==> config.mk <==
export PLATFORM = sky130hd
export DESIGN_NAME = dsp_fe_lane_lut_loader
export DESIGN_NICKNAME = d
export VERILOG_FILES = /design/src/rtl/dsp_fe_lut_pkg.sv /design/src/rtl/dsp_fe_lut_shadow.sv /design/src/rtl/dsp_fe_lane_lut_loader.sv
export SDC_FILE = /design/constraint.sdc
export NUM_CORES = 1
export LEC_CHECK = 0
export ABC_AREA = 1
export BUFFER_PORTS_ARGS = -buffer_cell sky130_fd_sc_hd__buf_2
export CAP_MARGIN = 20
export CORE_MARGIN = 1.5
export CORE_UTILIZATION = 50
export CTS_CLUSTER_SIZE = 14
export DETAILED_ROUTE_END_ITERATION = 7
export HOLD_SLACK_MARGIN = 0.06
export MAX_ROUTING_LAYER = met4
export PLACE_DENSITY = 0.76
export SYNTH_ARGS = -nofsm -noshare
export SYNTH_HDL_FRONTEND = slang
export SYNTH_SLANG_ARGS = --single-unit
==> constraint.sdc <==
create_clock -name i_clk -period 30 [get_ports i_clk]
set_input_delay 3 -clock i_clk [delete_from_list [all_inputs] [get_ports i_clk]]
set_output_delay 3 -clock i_clk [all_outputs]
set_load 0.005 [all_outputs]
==> src/rtl/dsp_fe_lut_pkg.sv <==
// dsp_fe_lut_pkg: shared state/opcode types and table slice addressing for the lane LUT loader.
package dsp_fe_lut_pkg;
  typedef enum logic [2:0] {ST_IDLE, ST_MISSION, ST_SEED, ST_LOAD, ST_DRAIN} lut_ldr_state_e;
  typedef enum logic [1:0] {OP_IDLE = 2'd0, OP_SEED = 2'd1, OP_COMMIT = 2'd2, OP_MISSION = 2'd3} lut_ldr_op_e;
  // Entry 0 lands in the MSB slice so the bus matches streaming-pack order.
  function automatic int unsigned tbl_off(input int unsigned a, input int unsigned aw, input int unsigned dw);
    return ((32'd1 << aw) - 32'd1 - a) * dw;
  endfunction
endpackage

==> src/rtl/dsp_fe_lut_shadow.sv <==
// dsp_fe_lut_shadow: shadow LUT entries, written bitmap with clear, and flattened table bus.
module dsp_fe_lut_shadow
  import dsp_fe_lut_pkg::*;
#(
  parameter int AW = 6,
  parameter int DW = 6
) (
  input  logic                  i_clk,
  input  logic                  i_rst,
  input  logic                  i_we,
  input  logic [AW-1:0]         i_addr,
  input  logic [DW-1:0]         i_data,
  input  logic                  i_clr,
  output logic [(2**AW)*DW-1:0] o_table,
  output logic                  o_all_written
);
  localparam int N = 2**AW;
  logic [DW-1:0] mem [N];
  logic [N-1:0]  wmap;
  always_ff @(posedge i_clk or posedge i_rst) begin
    if (i_rst) begin
      for (int a = 0; a < N; a++) mem[a] <= '0;
      wmap <= '0;
    end else begin
      if (i_we) mem[i_addr] <= i_data;
      if (i_clr) wmap <= '0;
      else if (i_we) wmap[i_addr] <= 1'b1;
    end
  end
  for (genvar g = 0; g < N; g++) begin : g_flat
    assign o_table[tbl_off(g, AW, DW) +: DW] = mem[g];
  end
  assign o_all_written = &wmap;
endmodule

==> src/rtl/dsp_fe_lane_lut_loader.sv <==
// dsp_fe_lane_lut_loader: sequences shadow-table writes and LUT mode strobes, holding each strobe
// until the LUT captures on i_en and draining the LUT pipeline before mission mode resumes.
module dsp_fe_lane_lut_loader
  import dsp_fe_lut_pkg::*;
#(
  parameter int INPUT_WIDTH    = 6,
  parameter int OUTPUT_WIDTH   = 6,
  parameter int PIPELINE_DEPTH = 2,
  parameter int REQUIRE_FULL   = 1
) (
  input  logic                                      i_clk,
  input  logic                                      i_rst,
  input  logic                                      i_en,
  input  logic                                      i_wr_valid,
  output logic                                      o_wr_ready,
  input  logic [INPUT_WIDTH-1:0]                    i_wr_addr,
  input  logic [OUTPUT_WIDTH-1:0]                   i_wr_data,
  input  logic                                      i_cmd_valid,
  output logic                                      o_cmd_ready,
  input  logic [1:0]                                i_cmd_op,
  output logic                                      o_cmd_err,
  output logic                                      o_busy,
  output logic                                      o_all_written,
  output logic [(2**INPUT_WIDTH)*OUTPUT_WIDTH-1:0]  o_cfg_table,
  output logic                                      o_cfg_mode_load,
  output logic                                      o_cfg_mode_seed,
  output logic                                      o_cfg_mode_mission
);
  localparam int CW = $clog2(PIPELINE_DEPTH + 1);
  lut_ldr_state_e state, state_n, ret, ret_n;
  lut_ldr_op_e    op;
  logic [CW-1:0]  cnt, cnt_n;
  logic           err_n, wr_acc, cmd_acc, clr;
  assign op          = lut_ldr_op_e'(i_cmd_op);
  assign o_wr_ready  = state != ST_LOAD;
  assign o_cmd_ready = state == ST_IDLE || state == ST_MISSION;
  assign o_busy      = state == ST_SEED || state == ST_LOAD || state == ST_DRAIN;
  assign wr_acc      = i_wr_valid & o_wr_ready;
  assign cmd_acc     = i_cmd_valid & o_cmd_ready;
  assign clr         = state == ST_LOAD && i_en;
  dsp_fe_lut_shadow #(.AW(INPUT_WIDTH), .DW(OUTPUT_WIDTH)) u_shadow (
    .i_clk         (i_clk),
    .i_rst         (i_rst),
    .i_we          (wr_acc),
    .i_addr        (i_wr_addr),
    .i_data        (i_wr_data),
    .i_clr         (clr),
    .o_table       (o_cfg_table),
    .o_all_written (o_all_written)
  );
  always_comb begin
    state_n = state;
    ret_n   = ret;
    cnt_n   = cnt;
    err_n   = 1'b0;
    case (state)
      ST_IDLE, ST_MISSION:
        if (cmd_acc)
          case (op)
            OP_IDLE:    state_n = ST_IDLE;
            OP_MISSION: state_n = ST_MISSION;
            OP_SEED: begin
              ret_n   = state;
              state_n = ST_SEED;
            end
            default:
              if (REQUIRE_FULL != 0 && !o_all_written) err_n = 1'b1;
              else begin
                ret_n   = state;
                state_n = ST_LOAD;
              end
          endcase
      ST_SEED, ST_LOAD:
        if (i_en) state_n = ret == ST_MISSION ? ST_DRAIN : ST_IDLE;
      ST_DRAIN:
        if (i_en) begin
          cnt_n   = cnt == CW'(PIPELINE_DEPTH - 1) ? '0 : cnt + 1'b1;
          state_n = cnt == CW'(PIPELINE_DEPTH - 1) ? ST_MISSION : ST_DRAIN;
        end
      default: state_n = ST_IDLE;
    endcase
  end
  // Mode strobes are flopped from the next state so the LUT never sees a combinational path.
  always_ff @(posedge i_clk or posedge i_rst) begin
    if (i_rst) begin
      state              <= ST_IDLE;
      ret                <= ST_IDLE;
      cnt                <= '0;
      o_cmd_err          <= 1'b0;
      o_cfg_mode_load    <= 1'b0;
      o_cfg_mode_seed    <= 1'b0;
      o_cfg_mode_mission <= 1'b0;
    end else begin
      state              <= state_n;
      ret                <= ret_n;
      cnt                <= cnt_n;
      o_cmd_err          <= err_n;
      o_cfg_mode_load    <= state_n == ST_LOAD;
      o_cfg_mode_seed    <= state_n == ST_SEED;
      o_cfg_mode_mission <= state_n == ST_MISSION;
    end
  end
endmodule

==> results by group, run 1 <==
Synth
  • Sequential area share after synthesis: 0.680
  • Synth unique cells: 25
  • Post-Synthesis Cell Area: 0.0169 mm²
  • Synth area leaders: dfrtp_1 (68%), nand2_1 (11%), o21ai_0 (8.7%)
  • Syn_nets: 1696
  • Post-Syn Instances: 1674
  • Number of synthesized register bits: 460
  • Yosys top cell area share: 0.680
  • Leading area contributor after synthesis: dfrtp_1
  • Syn avg cell area: 10.1 µm²
  • Yosys warnings: 0

Floorplanning
  • Die area: 0.0349 mm²
  • Row count: 67
  • Die Span Y: 187 µm
  • Initial core utilization: 0.506
  • Die Wd: 187 µm
  • Core area: 0.0334 mm²
  • IO Count: 411

Global route
  • Vias in the first global route: 12949
  • First-pass GRT wire length: 74000 µm
  • Largest net degree at the start of global routing: 168
  • Total track usage: 0.281
  • Total gr overflow: 0
  • Initial antenna violation count: 3

STA
  • Final hold vios: 0
  • Final Cycle Share: 0.160
  • RSZ-0062 raised after global routing: false
  • Worst-margin pin slew: 0.988 ns
  • Fin crit period: 4.79 ns
  • Setup-failing EPs final: 0
  • Max-slew violations: 0
  • Rel. slew slack: 0.336
  • Clock Skew: 0.0122 ns
  • Total Negative Setup Slacks: 0 ns
  • WHS: 0.476 ns
  • Highest clock rate: 209 MHz

Layout
  • Final net count: 2063
  • Layout area overhead: 22.7%
  • Final Core Density: 0.620
  • Commonest cells after routing, fill and taps aside: nand2_1 (503), dfrtp_1 (460), buf_2 (410)
  • Most common cell after layout, fill and taps aside: nand2_1
  • Share of cells above drive strength 1: 0.250
  • Finished Layout Cells: 2528

Hold path
  • Hold/Removal Path Class: reg -> reg

Critical path
  • Worst reg2reg path startpoint: state[1]
  • CP endpoint: o_all_written
  • R2R depth: 8
  • CP Launch Point: u_shadow.wmap[30]
  • Worst Setup Start Kind: register
  • Largest fanout on the critical path: 2
  • Crit path required time: 27.00 ns
  • Setup CP Type: reg -> out
  • Crit. End Element: output pin
  • Worst endpoint data arrival time: 1.79 ns
  • Flop2flop setup slack: 27.40 ns
  • FF-to-FF End: u_shadow.o_table[370]

CTS
  • Clk_lat worst skew: 0.54 ns
  • H-tree Lvls: 2
  • CTS tree: yes
  • Worst-path clk slew: 0.06 ns
  • Root Driver: clkbuf_16
  • # Post-CTS Setup Buffers: 0
  • Clock buffer count from CTS: 47
  • Clk buf depth: 3
  • Post-CTS sizing: 0
  • CTS Hold Bufs: 0
  • Clock net sink count: 460

Routing
  • Vias per inst: 5.18
  • WL/cell: 18.7 µm
  • Total iterations of the first detailed-routing run: 5
  • Drt initial violations: 850
  • Routed Wire Length: 47300 µm
  • DRC Markers: 0
  • Vias: 13106
  • Antenna viol nets, final: 0

Placement
  • RD Place Congestion: 0.850
  • PortBufs: 410
  • Dpl hpwl: 30000 µm
  • Dpl cells: 2438

Outcome
  • Status: completed

Job
  • Max-Cap Viols: 0

Power
  • Leak Pwr: 0.0109 µW
  • Worst vdd ir: 0.0000420 V
  • Final Total Pwr: 1620 µW
  • PwrDens: 77.9 mW/mm²
[registers in the layout, summed over array words and instances, names as in the netlist]
| name | count |
|---|---|
| state | 3 |
| cnt | 2 |
| u_shadow.wmap | 64 |
| o_cmd_err | 1 |
| o_cfg_mode_load | 1 |
| o_cfg_mode_seed | 1 |
| o_cfg_mode_mission | 1 |
| ret | 3 |
| u_shadow.o_table | 384 |
[routing by layer]
layer  track usage  vias to the layer above  routed length (µm)
li1              -                     6162                   -
met1         0.358                     6361               19500
met2         0.450                      494               22900
met3        0.0537                       89                3340
met4         0.103                        0                1560
met5             -                        -                   0
[layout make-up]
class                           count  area, µm²
Fill cell                        2725      12700
Sequential cell                   460      11500
Multi-Input combinational cell   1018       4600
Timing Repair Buffer              424       2190
Clock buffer                       71       1410
Tap cell                          448        561
Inverter                           90        345
Clock inverter                     14        131
Antenna cell                        3       7.51
[power breakdown]
group / internal [µW] / switching, µW / total (µW)
combinational: 106 / 137 / 242
clock: 341 / 236 / 577
sequential: 735 / 62.0 / 797
[stage by stage]
| step | area [µm²] | worst slack [ns] |
|---|---|---|
| 2_1_floorplan | 16900 | 14.17 |
| 3_3_place_gp | 19200 | 24.34 |
| 3_5_place_dp | 19200 | 24.30 |
| 4_1_cts | 20700 | 24.86 |
| 5_1_grt | 20800 | 24.97 |
| 6_report | 20800 | 25.21 |
[synthesized netlist by cell type]
library cell and number:
or2_2 2, ha_1 3, nand2_2 1, nand3_1 4, buf_2 53, inv_2 3, nor3_1 7, buf_4 3
o22ai_1 1, o31ai_1 1, nor3_4 2, a21oi_1 66, nand2_4 1, nor4_4 6, clkbuf_1 50, o22a_1 1
xor2_1 1, nor4_1 1, o21ai_0 295, clkinv_1 6, nor2_1 31, dfrtp_1 460, o21ai_1 92, nand2_1 503
inv_1 81
[logic make-up after synthesis]
family / synth area share
AOI/OAI and AO/OA: 0.135
xor gates and xnor gates: 0.000518
adders and majority gates: 0.00222
buffers and inverters: 0.0481
DFF: 0.680
and+or+nand+nor: 0.133
[worst min-delay path by stage]
stage                               start  slack (ns)                     to  cells after the start
finish              u_shadow.o_table[311]        0.48  u_shadow.o_table[311]                      2
global route        u_shadow.o_table[261]        0.50  u_shadow.o_table[261]                      2
CTS                 u_shadow.o_table[177]        0.48  u_shadow.o_table[177]                      2
detailed placement  u_shadow.o_table[300]        0.47  u_shadow.o_table[300]                      2
global placement     u_shadow.o_table[74]        0.46   u_shadow.o_table[74]                      2
floorplan                          ret[0]        0.45                 ret[0]                      2
[worst max-delay path: stages (launching register included)]
cell and delay, ns:
dfrtp_1 0.35, nand2_1 0.08, nor2_1 0.11, nand2_1 0.10, nor2_1 0.14, nand2_1 0.14, nor2_1 0.18, buf_2 0.15
Note: power is estimated with default switching activity, not from simulation.
==> run 2, diff against run 1 <==
- clock period: 30 -> 4.9 ns (I/O delays scaled with it)
==> results by group, run 2 (same netlist as run 1, synthesis figures left out) <==
Outcome
  • Status: completed

Power
  • Seq pwr share: 0.477 (-0.016)
  • Worst vdd ir: 0.000290 V (+590%)
  • Leak Pwr: 0.0109 µW (+0.80%)
  • P_sw: 2720 µW (+530%)
  • Internal power: 7530 µW (+540%)
  • Switching share of total power: 0.265 (-0.00358)
  • Clock power frac: 0.377 (+0.020)
  • Combinational power share: 0.146 (-0.004)
  • Final Total Pwr: 10200 µW (+530%)
  • PwrDens: 490 mW/mm² (+530%)

Global route
  • Vias in the first global route: 13265 (+2.4%)
  • Largest net degree at the start of global routing: 163 (-3.0%)
  • Total gr overflow: 0 (unchanged)
  • Initial antenna violation count: 0 (-3)
  • First-pass GRT wire length: 75100 µm (+1.5%)
  • Total track usage: 0.285 (+0.00444)

STA
  • Final Cycle Share: 0.530
  • RSZ-0062 raised after global routing: false
  • Highest clock rate: 385 MHz
  • Worst-margin pin slew: 1.02 ns (+0.0371 ns)
  • Setup-failing EPs final: 0 (unchanged)
  • Clock Skew: 0.0252 ns (+0.0130 ns)
  • Fin crit period: 2.60 ns
  • Final hold vios: 0 (unchanged)
  • Rel. slew slack: 0.316 (-0.0207)
  • Max-slew violations: 0 (unchanged)
  • Post-route setup slack: 2.30 ns (-22.91 ns)
  • Total Negative Setup Slacks: 0 ns (unchanged)

Critical path
  • Setup CP Type: reg -> reg
  • Worst endpoint data arrival time: 3.03 ns (+1.24 ns)
  • Worst Setup Start Kind: register
  • Worst reg2reg path startpoint: state[1]
  • Crit path required time: 5.33 ns (-21.67 ns)
  • Crit. End Element: register
  • CP Launch Point: state[1]
  • Largest fanout on the critical path: 13 (+11)

Routing
  • Routed Wire Length: 47900 µm (+1.3%)
  • Antenna viol nets, final: 0 (unchanged)
  • Total iterations of the first detailed-routing run: 5 (unchanged)
  • Vias: 13363 (+2.0%)
  • WL/cell: 18.9 µm (+1.3%)
  • Vias per inst: 5.29 (+2.0%)
  • DRC Markers: 0 (unchanged)
  • Drt initial violations: 878 (+3.3%)

Layout
  • Design area: 0.0209 mm² (+0.80%)
  • Max reg flops: 384 (unchanged)
  • Final net count: 2063 (unchanged)
  • Fillers: 2704 (-0.77%)
  • Multi-input logic area: 0.00461 mm² (+0.22%)
  • Finished Layout Cells: 2527 (-0.040%)
  • Commonest cells after routing, fill and taps aside: nand2_1 (503), dfrtp_1 (460), buf_2 (410)
  • Most common cell after layout, fill and taps aside: nand2_1
  • Number of diodes: 0 (-3)
  • Share of cells above drive strength 1: 0.255 (+0.00457)
  • Layout area overhead: 23.7%
  • Register area: 0.0115 mm² (unchanged)

CTS
  • Clk_lat worst skew: 0.55 ns (about the same)
  • Root Driver: clkbuf_16
  • Clock net sink count: 460 (unchanged)
  • Post-CTS sizing: 0 (unchanged)
  • H-tree Lvls: 2 (unchanged)
  • Worst-path clk slew: 0.06 ns (about the same)
  • Clock buffer count from CTS: 47 (unchanged)
  • CTS tree: yes
  • CTS Hold Bufs: 1 (+1)
  • # Post-CTS Setup Buffers: 0 (unchanged)
  • Clk buf depth: 3 (unchanged)

Job
  • Max-Cap Viols: 0 (unchanged)

Floorplanning
  • Row count: 67 (unchanged)
  • Core area: 0.0334 mm² (unchanged)
  • Initial core utilization: 0.506 (unchanged)
  • Die Wd: 187 µm (unchanged)
  • IO Count: 411 (unchanged)
  • Die Span Y: 187 µm (unchanged)
  • Die area: 0.0349 mm² (unchanged)

Placement
  • RD Place Congestion: 0.841 (-1.1%)
  • Dpl hpwl: 30700 µm (+2.3%)
  • Dpl cells: 2439 (+0.041%)
  • Placed inst area: 0.0192 mm² (+0.21%)
  • Dpl ws: 2.21 ns (-22.09 ns)
  • PortBufs: 410 (unchanged)

Hold path
  • Hold/Removal Path Class: in -> reg
  • Worst Hold Launch: i_cmd_valid
-- run 2: cell count changes in the layout (fill, tap and decap cells not counted), moves of 2 or more --
cell       change
clkbuf_1       -7
nor3_2         +2
clkinv_2       +7
diode_2        -3
clkbuf_8       -3
bufinv_16      +7
buf_12         +2
nor3_1         -2
-- run 2: area by class of cell --
class,instances,share of cell area
clock buffer,60,0.0629
clock inverter,27,0.0182
inverter,90,0.0164
multi-input combinational,1018,0.220
sequential,460,0.550
tap,448,0.0268
timing repair buffer,424,0.105
-- run 2: final timing paths --
path | cells after the start | slack [ns] | endpoint
max | 7 | 2.30 | u_shadow.o_table[368]
min | 3 | 0.28 | o_cmd_err
max reg2reg | 7 | 2.30 | u_shadow.o_table[368]
min reg2reg | 2 | 0.48 | u_shadow.o_table[314]
max in group asynchronous | 4 | 3.16 | u_shadow.o_table[328]
min in group asynchronous | 3 | 0.52 | u_shadow.o_table[182]
-- run 2: through the flow --
| stage | hold slack (ns) | utilization |
|---|---|---|
| 3_5_place_dp | 0.468 | 0.574 |
| 4_1_cts | 0.237 | 0.625 |
| 2_1_floorplan | 0.454 | - |
| 6_report | 0.276 | 0.625 |
| 3_3_place_gp | 0.461 | 0.574 |
| 5_1_grt | 0.267 | 0.625 |
-- run 2: power by group through the flow --
stage	combinational (µW)	clock [µW]	sequential [µW]
6_report	1500	3860	4890
2_1_floorplan	712	0	4940
5_1_grt	1690	4080	4960
4_1_cts	1520	3920	4880
3_3_place_gp	1450	0	4910
3_5_place_dp	1510	0	4930
-- run 2: worst max-delay path, cell delays in order (launching register included) --
cell and delay (ns):
dfrtp_1 0.40, inv_1 0.09, nor2_1 0.07, nand2_1 0.13, nand2_4 0.16, nor4_4 0.72
nand2_1 0.58, o21ai_0 0.33
-- run 2: routing by layer --
metal | vias to the layer above | share of wire | global-route usage
met4 | 0 | 0.039 | 0.110
met5 | - | 0 | -
met3 | 133 | 0.071 | 0.0516
met2 | 528 | 0.48 | 0.455
li1 | 6161 | - | -
met1 | 6541 | 0.41 | 0.365
